--- src/rtl/router_src_pkt_gen.sv ---
// Packet source engine for the router source port: serialises accepted requests
// into header, payload and parity bytes, then watches for router errors in a gap.
module router_src_pkt_gen #(
    parameter int               DATA_W    = 8,
    parameter int               ADDR_W    = 2,
    parameter int               NUM_DEST  = 3,
    parameter int               GAP_CYC   = 2,
    parameter logic [DATA_W-1:0] LFSR_TAPS = 8'hB8
) (
    input  logic                     clock,
    input  logic                     rst,
    input  logic                     req_valid,
    output logic                     req_ready,
    input  logic [ADDR_W-1:0]        req_addr,
    input  logic [DATA_W-ADDR_W-1:0] req_len,
    input  logic [DATA_W-1:0]        req_seed,
    input  logic                     req_mode,
    input  logic                     req_bad_par,
    output logic                     pkt_valid,
    output logic [DATA_W-1:0]        data_out,
    input  logic                     busy,
    input  logic                     error,
    output logic                     reject,
    output logic                     done,
    output logic                     err_flag,
    input  logic                     clr_err,
    output logic [15:0]              pkt_count
);

    localparam int LEN_W = DATA_W - ADDR_W;
    localparam int GAP_W = $clog2(GAP_CYC + 1) + 1;
    localparam logic [DATA_W-1:0] ZERO_D = {DATA_W{1'b0}};
    localparam logic [DATA_W-1:0] ONE_D  = {{(DATA_W-1){1'b0}}, 1'b1};
    localparam logic [LEN_W-1:0]  ZERO_L = {LEN_W{1'b0}};
    localparam logic [LEN_W-1:0]  ONE_L  = {{(LEN_W-1){1'b0}}, 1'b1};
    localparam logic [GAP_W-1:0]  ZERO_G = {GAP_W{1'b0}};
    localparam logic [GAP_W-1:0]  ONE_G  = {{(GAP_W-1){1'b0}}, 1'b1};
    localparam logic [GAP_W-1:0]  LOAD_G = GAP_W'(GAP_CYC - 1);

    typedef enum logic [2:0] {
        ST_IDLE    = 3'd0,
        ST_HEADER  = 3'd1,
        ST_PAYLOAD = 3'd2,
        ST_PARITY  = 3'd3,
        ST_GAP     = 3'd4
    } state_t;

    function automatic logic [DATA_W-1:0] next_byte(input logic [DATA_W-1:0] prev,
                                                    input logic lfsr);
        logic [DATA_W-1:0] shifted;
        shifted = {1'b0, prev[DATA_W-1:1]};
        if (!lfsr) begin
            return prev + ONE_D;
        end else if (prev[0]) begin
            return shifted ^ LFSR_TAPS;
        end else begin
            return shifted;
        end
    endfunction

    function automatic logic [DATA_W-1:0] parity_fold(input logic [DATA_W-1:0] acc,
                                                      input logic [DATA_W-1:0] b);
        return acc ^ b;
    endfunction

    function automatic logic [DATA_W-1:0] parity_out(input logic [DATA_W-1:0] acc,
                                                     input logic invert);
        return invert ? ~acc : acc;
    endfunction

    state_t              state_r, state_s;
    logic [DATA_W-1:0]   data_r, data_s;
    logic                valid_r, valid_s;
    logic                ready_r, ready_s;
    logic                reject_r, reject_s;
    logic                done_r, done_s;
    logic                err_r, err_s;
    logic [15:0]         count_r, count_s;
    logic [DATA_W-1:0]   cur_r, cur_s;
    logic [LEN_W-1:0]    remain_r, remain_s;
    logic [DATA_W-1:0]   par_r, par_s;
    logic [GAP_W-1:0]    gap_r, gap_s;
    logic                mode_r, mode_s;
    logic                bad_r, bad_s;
    logic                invalid_s;
    logic [DATA_W-1:0]   header_s;
    logic [DATA_W-1:0]   seed_s;

    assign req_ready = ready_r;
    assign pkt_valid = valid_r;
    assign data_out  = data_r;
    assign reject    = reject_r;
    assign done      = done_r;
    assign err_flag  = err_r;
    assign pkt_count = count_r;

    // Next-state and next-output logic for the serialiser.
    always_comb begin
        state_s   = state_r;
        data_s    = data_r;
        valid_s   = valid_r;
        ready_s   = ready_r;
        reject_s  = 1'b0;
        done_s    = 1'b0;
        count_s   = count_r;
        cur_s     = cur_r;
        remain_s  = remain_r;
        par_s     = par_r;
        gap_s     = gap_r;
        mode_s    = mode_r;
        bad_s     = bad_r;
        invalid_s = (int'(req_addr) >= NUM_DEST) || (req_len == ZERO_L);
        header_s  = {req_len, req_addr};
        // A zero seed would lock the LFSR, so it is nudged to 1 in that mode only.
        seed_s    = (req_mode && (req_seed == ZERO_D)) ? ONE_D : req_seed;

        case (state_r)
            ST_IDLE: begin
                ready_s = 1'b1;
                valid_s = 1'b0;
                data_s  = ZERO_D;
                if (req_valid && ready_r) begin
                    if (invalid_s) begin
                        reject_s = 1'b1;
                    end else begin
                        state_s  = ST_HEADER;
                        ready_s  = 1'b0;
                        valid_s  = 1'b1;
                        data_s   = header_s;
                        par_s    = header_s;
                        cur_s    = seed_s;
                        remain_s = req_len;
                        mode_s   = req_mode;
                        bad_s    = req_bad_par;
                    end
                end else begin
                    reject_s = 1'b0;
                end
            end
            ST_HEADER, ST_PAYLOAD: begin
                if (busy) begin
                    state_s = state_r;
                end else if (state_r == ST_PAYLOAD && remain_r == ZERO_L) begin
                    state_s = ST_PARITY;
                    valid_s = 1'b0;
                    data_s  = parity_out(par_r, bad_r);
                end else begin
                    state_s  = ST_PAYLOAD;
                    data_s   = cur_r;
                    par_s    = parity_fold(par_r, cur_r);
                    cur_s    = next_byte(cur_r, mode_r);
                    remain_s = remain_r - ONE_L;
                end
            end
            ST_PARITY: begin
                if (busy) begin
                    state_s = state_r;
                end else begin
                    state_s = ST_GAP;
                    data_s  = ZERO_D;
                    gap_s   = LOAD_G;
                    if (GAP_CYC == 1) begin
                        done_s  = 1'b1;
                        count_s = count_r + 16'd1;
                    end else begin
                        done_s = 1'b0;
                    end
                end
            end
            ST_GAP: begin
                // Gap ignores busy; done lands on the final gap cycle.
                if (gap_r == ZERO_G) begin
                    state_s = ST_IDLE;
                    ready_s = 1'b1;
                end else begin
                    gap_s = gap_r - ONE_G;
                    if (gap_r == ONE_G) begin
                        done_s  = 1'b1;
                        count_s = count_r + 16'd1;
                    end else begin
                        done_s = 1'b0;
                    end
                end
            end
            default: begin
                state_s = ST_IDLE;
                valid_s = 1'b0;
                data_s  = ZERO_D;
                ready_s = 1'b0;
            end
        endcase

        if (state_r == ST_GAP && error) begin
            err_s = 1'b1;
        end else if (clr_err) begin
            err_s = 1'b0;
        end else begin
            err_s = err_r;
        end
    end

    // State and output registers.
    always_ff @(posedge clock or posedge rst) begin
        if (rst) begin
            state_r  <= ST_IDLE;
            data_r   <= ZERO_D;
            valid_r  <= 1'b0;
            ready_r  <= 1'b0;
            reject_r <= 1'b0;
            done_r   <= 1'b0;
            err_r    <= 1'b0;
            count_r  <= 16'd0;
            cur_r    <= ZERO_D;
            remain_r <= ZERO_L;
            par_r    <= ZERO_D;
            gap_r    <= ZERO_G;
            mode_r   <= 1'b0;
            bad_r    <= 1'b0;
        end else begin
            state_r  <= state_s;
            data_r   <= data_s;
            valid_r  <= valid_s;
            ready_r  <= ready_s;
            reject_r <= reject_s;
            done_r   <= done_s;
            err_r    <= err_s;
            count_r  <= count_s;
            cur_r    <= cur_s;
            remain_r <= remain_s;
            par_r    <= par_s;
            gap_r    <= gap_s;
            mode_r   <= mode_s;
            bad_r    <= bad_s;
        end
    end

endmodule

--- config.mk ---
export PLATFORM = sky130hd
export DESIGN_NAME = router_src_pkt_gen
export DESIGN_NICKNAME = d
export VERILOG_FILES = /design/src/rtl/router_src_pkt_gen.sv
export SDC_FILE = /design/constraint.sdc
export NUM_CORES = 1
export LEC_CHECK = 0
export CAP_MARGIN = 0
export CORE_UTILIZATION = 50
export DETAILED_ROUTE_END_ITERATION = 12
export PLACE_DENSITY = 0.75
export SYNTH_ARGS = -nofsm -noshare
export SYNTH_HDL_FRONTEND = slang
export SYNTH_SLANG_ARGS = --single-unit
--- constraint.sdc ---
create_clock -name clock -period 1.96 [get_ports clock]
set_input_delay 0.294 -clock clock [delete_from_list [all_inputs] [get_ports clock]]
set_output_delay 0.294 -clock clock [all_outputs]
set_load 0.02 [all_outputs]
Word level (Yosys, flattened, before mapping)
Cells that the tools add are included.
Widths: inputs -> output; s select.
Storage, ports and cells
  register bits after elaboration: 59
  latch bits: 0
  memory bits (writable): 0
  memory bits (read-only): 0
  input bits: 24
  output and inout port bits: 29
  memories kept: 0
Cells by class
  add/subtract/negate cells: 4
  multiply operators: 0
  div/mod/pow operators: 0
  order comparisons: 1
  equal/unequal tests: 13
  shift-type cells: 0
  muxes and demuxes: 51
  bitwise gates (word level): 8
  reductions and logical operators: 24
Operator list (number)
  $mux 8: 17
  $pmux 8 s2: 2
  $pmux 8 s4: 1
  $mux 6: 4
  $mux 3: 7
  $add 16x1->16 const B: 1
  $ne 2x2->1 const B: 8
  $mux 1: 15
  $reduce_and 3->1: 5
  $logic_not 6->1: 2
  $pmux 3 s4: 1
  $pmux 6 s2: 1
  $reduce_and 5->1: 2
  $add 8x1->8 const B: 1
  $logic_not 8->1: 1
  $not 8->8: 1
  $xor 8x8->8: 1
  $eq 3x1->1 const B: 2
  $eq 3x2->1 const B: 2
  $logic_not 3->1: 2
  $pmux 1 s3: 2
  $pmux 3 s2: 1
  $reduce_bool 2->1: 3
  $sub 6x1->6 const B: 1
  other kinds (10): 18

Logic depth before layout (Yosys ltp)
  depth after elaboration: 6
  mapped depth: 9

Worst setup path after synthesis
OpenSTA, ideal clock, no wires.
  kind: register to register
  start: register remain_r[0]
  end: register par_r[1]
  setup time: 0.125 ns
  arrival time: 1.669 ns
  required time: 1.835 ns
  slack: 0.166 ns
  stages on the path, launching flop included: 10
  buffers on the path: 2
  clock period less this slack: 1.794 ns
  cells stage by stage: dfrtp_1 inv_1 ha_1 nor2b_1 and4_1 buf_4 a211o_4 buf_6 o21ai_0 o21ai_1
Between the ends
  longest elaborated chain between the ends: 4
Ends and longest elaborated chain
  start: declaration: RTL line 80  | logic [LEN_W-1:0] remain_r, remain_s;
  start signal: assignment: RTL line 229  | remain_r <= remain_s;
  $logic_not 6->1: RTL line 143  | end else if (state_r == ST_PAYLOAD && remain_r == ZERO_L) begin
  $logic_and 1x1->1: RTL line 143
  $ne 2x2->1 (no line)
  $reduce_and 5->1 (no line)
  end signal: assignment: RTL line 230  | par_r <= par_s;
  end: declaration: RTL line 81  | logic [DATA_W-1:0] par_r, par_s;
Every way passes these cells.
A chain may end at the register's enable or synchronous reset.

Final worst setup path
  start: register state_r[1]
  end: register state_r[0]
Between the ends
  longest elaborated chain between the ends: 5
Ends and longest elaborated chain
  start: declaration: RTL line 71  | state_t state_r, state_s;
  start signal: assignment: RTL line 220  | state_r <= state_s;
  $eq 3x2->1: RTL line 117, 143
  $logic_and 1x1->1: RTL line 143
  $mux 1: RTL line 143
  $mux 3: RTL line 141  | if (busy) begin
  $pmux 3 s4: RTL line 117  | case (state_r)
Several ways; a longest one is shown, not always the timed one. The select of a mux whose other input is x is not followed.

==> impl_metrics.sql <==
INSERT INTO impl_metrics (metric_group, metric, value, unit) VALUES
('outcome', 'status', 'complete, no violations', ''),
('die', 'core.rowCount', '29', ''),
('yosys', 'post_synth_most_frequent_cells', 'dfrtp_1 (59), nand2_1 (37), nor2_1 (31), xnor2_1 (24), o21ai_0 (23)', ''),
('place', 'io_buffer_count', '52', ''),
('worst_setup_path', 'critical-path-top-delay-family', 'simple AND/OR/NAND/NOR gates', ''),
('power', 'power.density', '1710', 'nW/um^2'),
('clock_network', 'cts_buffer_depth', '2', ''),
('detailed_routing', 'number_of_nets_with_antenna_violations_after_routing', '0', ''),
('worst_setup_path', 'worst-endpoint-required', '2.19', 'ns'),
('die', 'coreArea', '6390', 'sq um'),
('min_path', 'holdCritPathClass', 'in2async', ''),
('detailed_routing', 'detailroute.wirelength.met3', '456', 'um'),
('power', 'switching_power', '3.13', 'mW'),
('final_layout', 'diodes', '0', ''),
('worst_setup_path', 'critical-path-slowest-cell', 'dfrtp_1', ''),
('die', 'floorplan.initialDensity', '52.4', '%'),
('power', 'clock_power_share', '17.9', '%'),
('yosys', 'synth_seq_cells', '59', ''),
('sta', 'layout_min_cycle_time', '1.93', 'ns'),
('sta', 'report.final.hold_viol_count', '0', ''),
('sta', 'setup_violations', '0', ''),
('final_layout', 'layout-drive-gt1-share', '15.7', '%'),
('detailed_routing', 'vias', '2985', ''),
('yosys', 'syn-mean-instance-area', '9.32', 'sq um'),
('power', 'worst_ir_drop_vdd', '1240', 'uV'),
('sta', 'timing.fmax', '519', 'MHz'),
('sta', 'grt_setup_unrepaired', 'true', ''),
('yosys', 'ys_warn_count', '0', ''),
('yosys', 'yosysTopAreaCell', 'dfrtp_1', ''),
('clock_network', 'worst_skew_pair.late_latency', '0.34', 'ns'),
('flow_run', 'maxCapViolations', '0', ''),
('worst_setup_path', 'reg2reg_setup_slack', '0.03', 'ns'),
('detailed_routing', 'drt-met1-wl', '3660', 'um'),
('final_layout', 'stdcell_count', '510', ''),
('sta', 'timing_max_transition_violations_final', '0', ''),
('worst_setup_path', 'reg2reg_to', 'state_r[0]', ''),
('worst_setup_path', 'timing.critical_path.cells', 'or2_1 -> buf_4 -> nor2_2 -> nand2_1 -> nand3_1 -> mux2_2', ''),
('power', 'pwr-share-comb', '52.0', '%'),
('sta', 'tightestPinTransition', '0.571', 'ns'),
('yosys', 'synth_top_flop_cell', 'dfrtp_1', ''),
('place', 'placed_cells_incl_taps', '494', ''),
('yosys', 'mappedNetlistNets', '389', ''),
('place', 'placement.cell_area', '4120', 'sq um'),
('clock_network', 'clkSlewWorstSetupHoldPaths', '0.07', 'ns'),
('detailed_routing', 'top_signal_layer_used', 'met4', ''),
('yosys', 'synthMostInstantiatedCell', 'dfrtp_1', ''),
('worst_setup_path', 'timing.setup.critical_path_class', 'reg2reg', ''),
('yosys', 'ys_async_sr_fraction', '100', '%'),
('worst_setup_path', 'crit_fanout', '8', ''),
('detailed_routing', 'drt_iter0_markers', '223', ''),
('final_layout', 'post-route-cell-area', '4380', 'sq um'),
('power', 'switching_share_of_total_power', '41.9', '%'),
('power', 'sequentialPowerShare', '30.2', '%'),
('detailed_routing', 'wl_per_cell', '16.0', 'um'),
('worst_setup_path', 'r2r.worst_path.cells', '6', ''),
('worst_setup_path', 'worst_setup_path_start_kind', 'flop', ''),
('die', 'floorplan.die.width', '83.8', 'um'),
('clock_network', 'ctsRootBufferMaster', 'clkbuf_8', ''),
('clock_network', 'clock_sinks', '59', ''),
('global_routing', 'groute.usage.overall', '25.0', '%'),
('detailed_routing', 'drt_first_pass_iters', '5', ''),
('detailed_routing', 'routed_wl', '8190', 'um'),
('clock_network', 'tritoncts', 'yes', ''),
('yosys', 'netlist_area', '3340', 'sq um'),
('detailed_routing', 'drc_errors', '0', ''),
('global_routing', 'first_global_vias', '2824', ''),
('yosys', 'synth_top_cells_by_area', 'dfrtp_1 (44%), xnor2_1 (6.3%), nand2_1 (4.2%)', ''),
('power', 'internal_power', '4.35', 'mW'),
('global_routing', 'globalRouteOverflowTotal', '0', ''),
('power', 'power.leakage', '1.87', 'nW'),
('clock_network', 'htree_levels', '3', '');
## power by group through the flow
stage / combinational, mW / sequential [mW] / clock [mW]
2_1_floorplan: 2.87 / 2.04 / 0
3_3_place_gp: 3.61 / 2.23 / 0
3_5_place_dp: 3.75 / 2.25 / 0
4_1_cts: 3.78 / 2.24 / 1.35
5_1_grt: 4.29 / 2.33 / 1.40
6_report: 3.89 / 2.26 / 1.34
## timing repair
item | in CTS | in global routing
setup endpoints to repair | 2 | 27
gates cloned | 0 | 1
pin swaps | 0 | 2
resized for setup | 1 | 8
hold endpoints to repair | 0 | 0
## routing by layer
layer	GRT usage, %	up-vias
li1	-	1403
met1	34.0	1450
met2	39.4	112
met3	4.85	20
met4	9.55	0
met5	0	-
## registers in the layout, summed over array words and instances (netlist names)
signal and count:
mode_r 1, state_r 3, done 1, gap_r 3
par_r 8, pkt_valid 1, req_ready 1, remain_r 6
err_flag 1, bad_r 1, pkt_count 16, cur_r 8
data_out 8, reject 1
## layout by cell type (no fill, tap or decap), drive strengths merged, types with 3 or more instances in the layout
master	instances
nor3	3
bufinv	3
mux2	8
a211oi	9
nand4	4
a31oi	3
nor3b	6
o211ai	5
nand2	37
clkdlybuf4s50	52
a21oi	22
a22o	5
buf	33
o21ai	35
xnor2	24
inv	8
nor2	31
a22oi	3
nand3	14
xor2	9
clkinv	3
clkbuf	9
and4	3
ha	6
and3	5
and2	4
a211o	4
a221o	4
dfrtp	59
## cell families (layout without fill, tap and decap cells)
| family | count (synthesis) | in the layout | synth area share [%] |
|---|---|---|---|
| DFF | 59 | 59 | 44.1 |
| and+or+nand+nor | 119 | 119 | 17.3 |
| adders and majority gates | 6 | 6 | 2.24 |
| AOI/OAI and AO/OA | 99 | 99 | 19.3 |
| muxes | 9 | 9 | 2.99 |
| xor gates and xnor gates | 33 | 33 | 8.64 |
| buffers and inverters | 34 | 108 | 5.35 |
## per-stage QoR
stage / hold slack (ns) / util [%] / setup TNS [ns] / power, mW
2_1_floorplan: 0.390 / - / 0 / 4.91
3_3_place_gp: 0.462 / 64.4 / -5.40 / 5.84
3_5_place_dp: 0.465 / 64.4 / -6.01 / 6.00
4_1_cts: 0.287 / 68.0 / 0 / 7.36
5_1_grt: 0.345 / 68.6 / -0.136 / 8.02
6_report: 0.274 / 68.6 / 0 / 7.48
## worst max path at each step
| stage | startpoint | to | slack [ns] | cells after the start |
|---|---|---|---|---|
| after floorplan | remain_r[0] | par_r[1] | 0.17 | 9 |
| after global placement | req_len[1] | remain_r[3] | -0.25 | 8 |
| after detailed placement | req_len[1] | par_r[2] | -0.29 | 8 |
| after CTS | remain_r[0] | data_out[3] | 0.01 | 8 |
| after global routing | state_r[1] | state_r[1] | -0.05 | 6 |
| final | state_r[1] | state_r[0] | 0.03 | 6 |
## area by class of cell
class / instances / area [sq um]
clock buffer: 9 / 124
inverter: 8 / 30.0
sequential: 59 / 1480
timing repair buffer: 85 / 832
multi-input combinational: 266 / 1720
tap: 77 / 96.3
fill: 502 / 2010
clock inverter: 6 / 105
(Power assumes the default switching activity.)
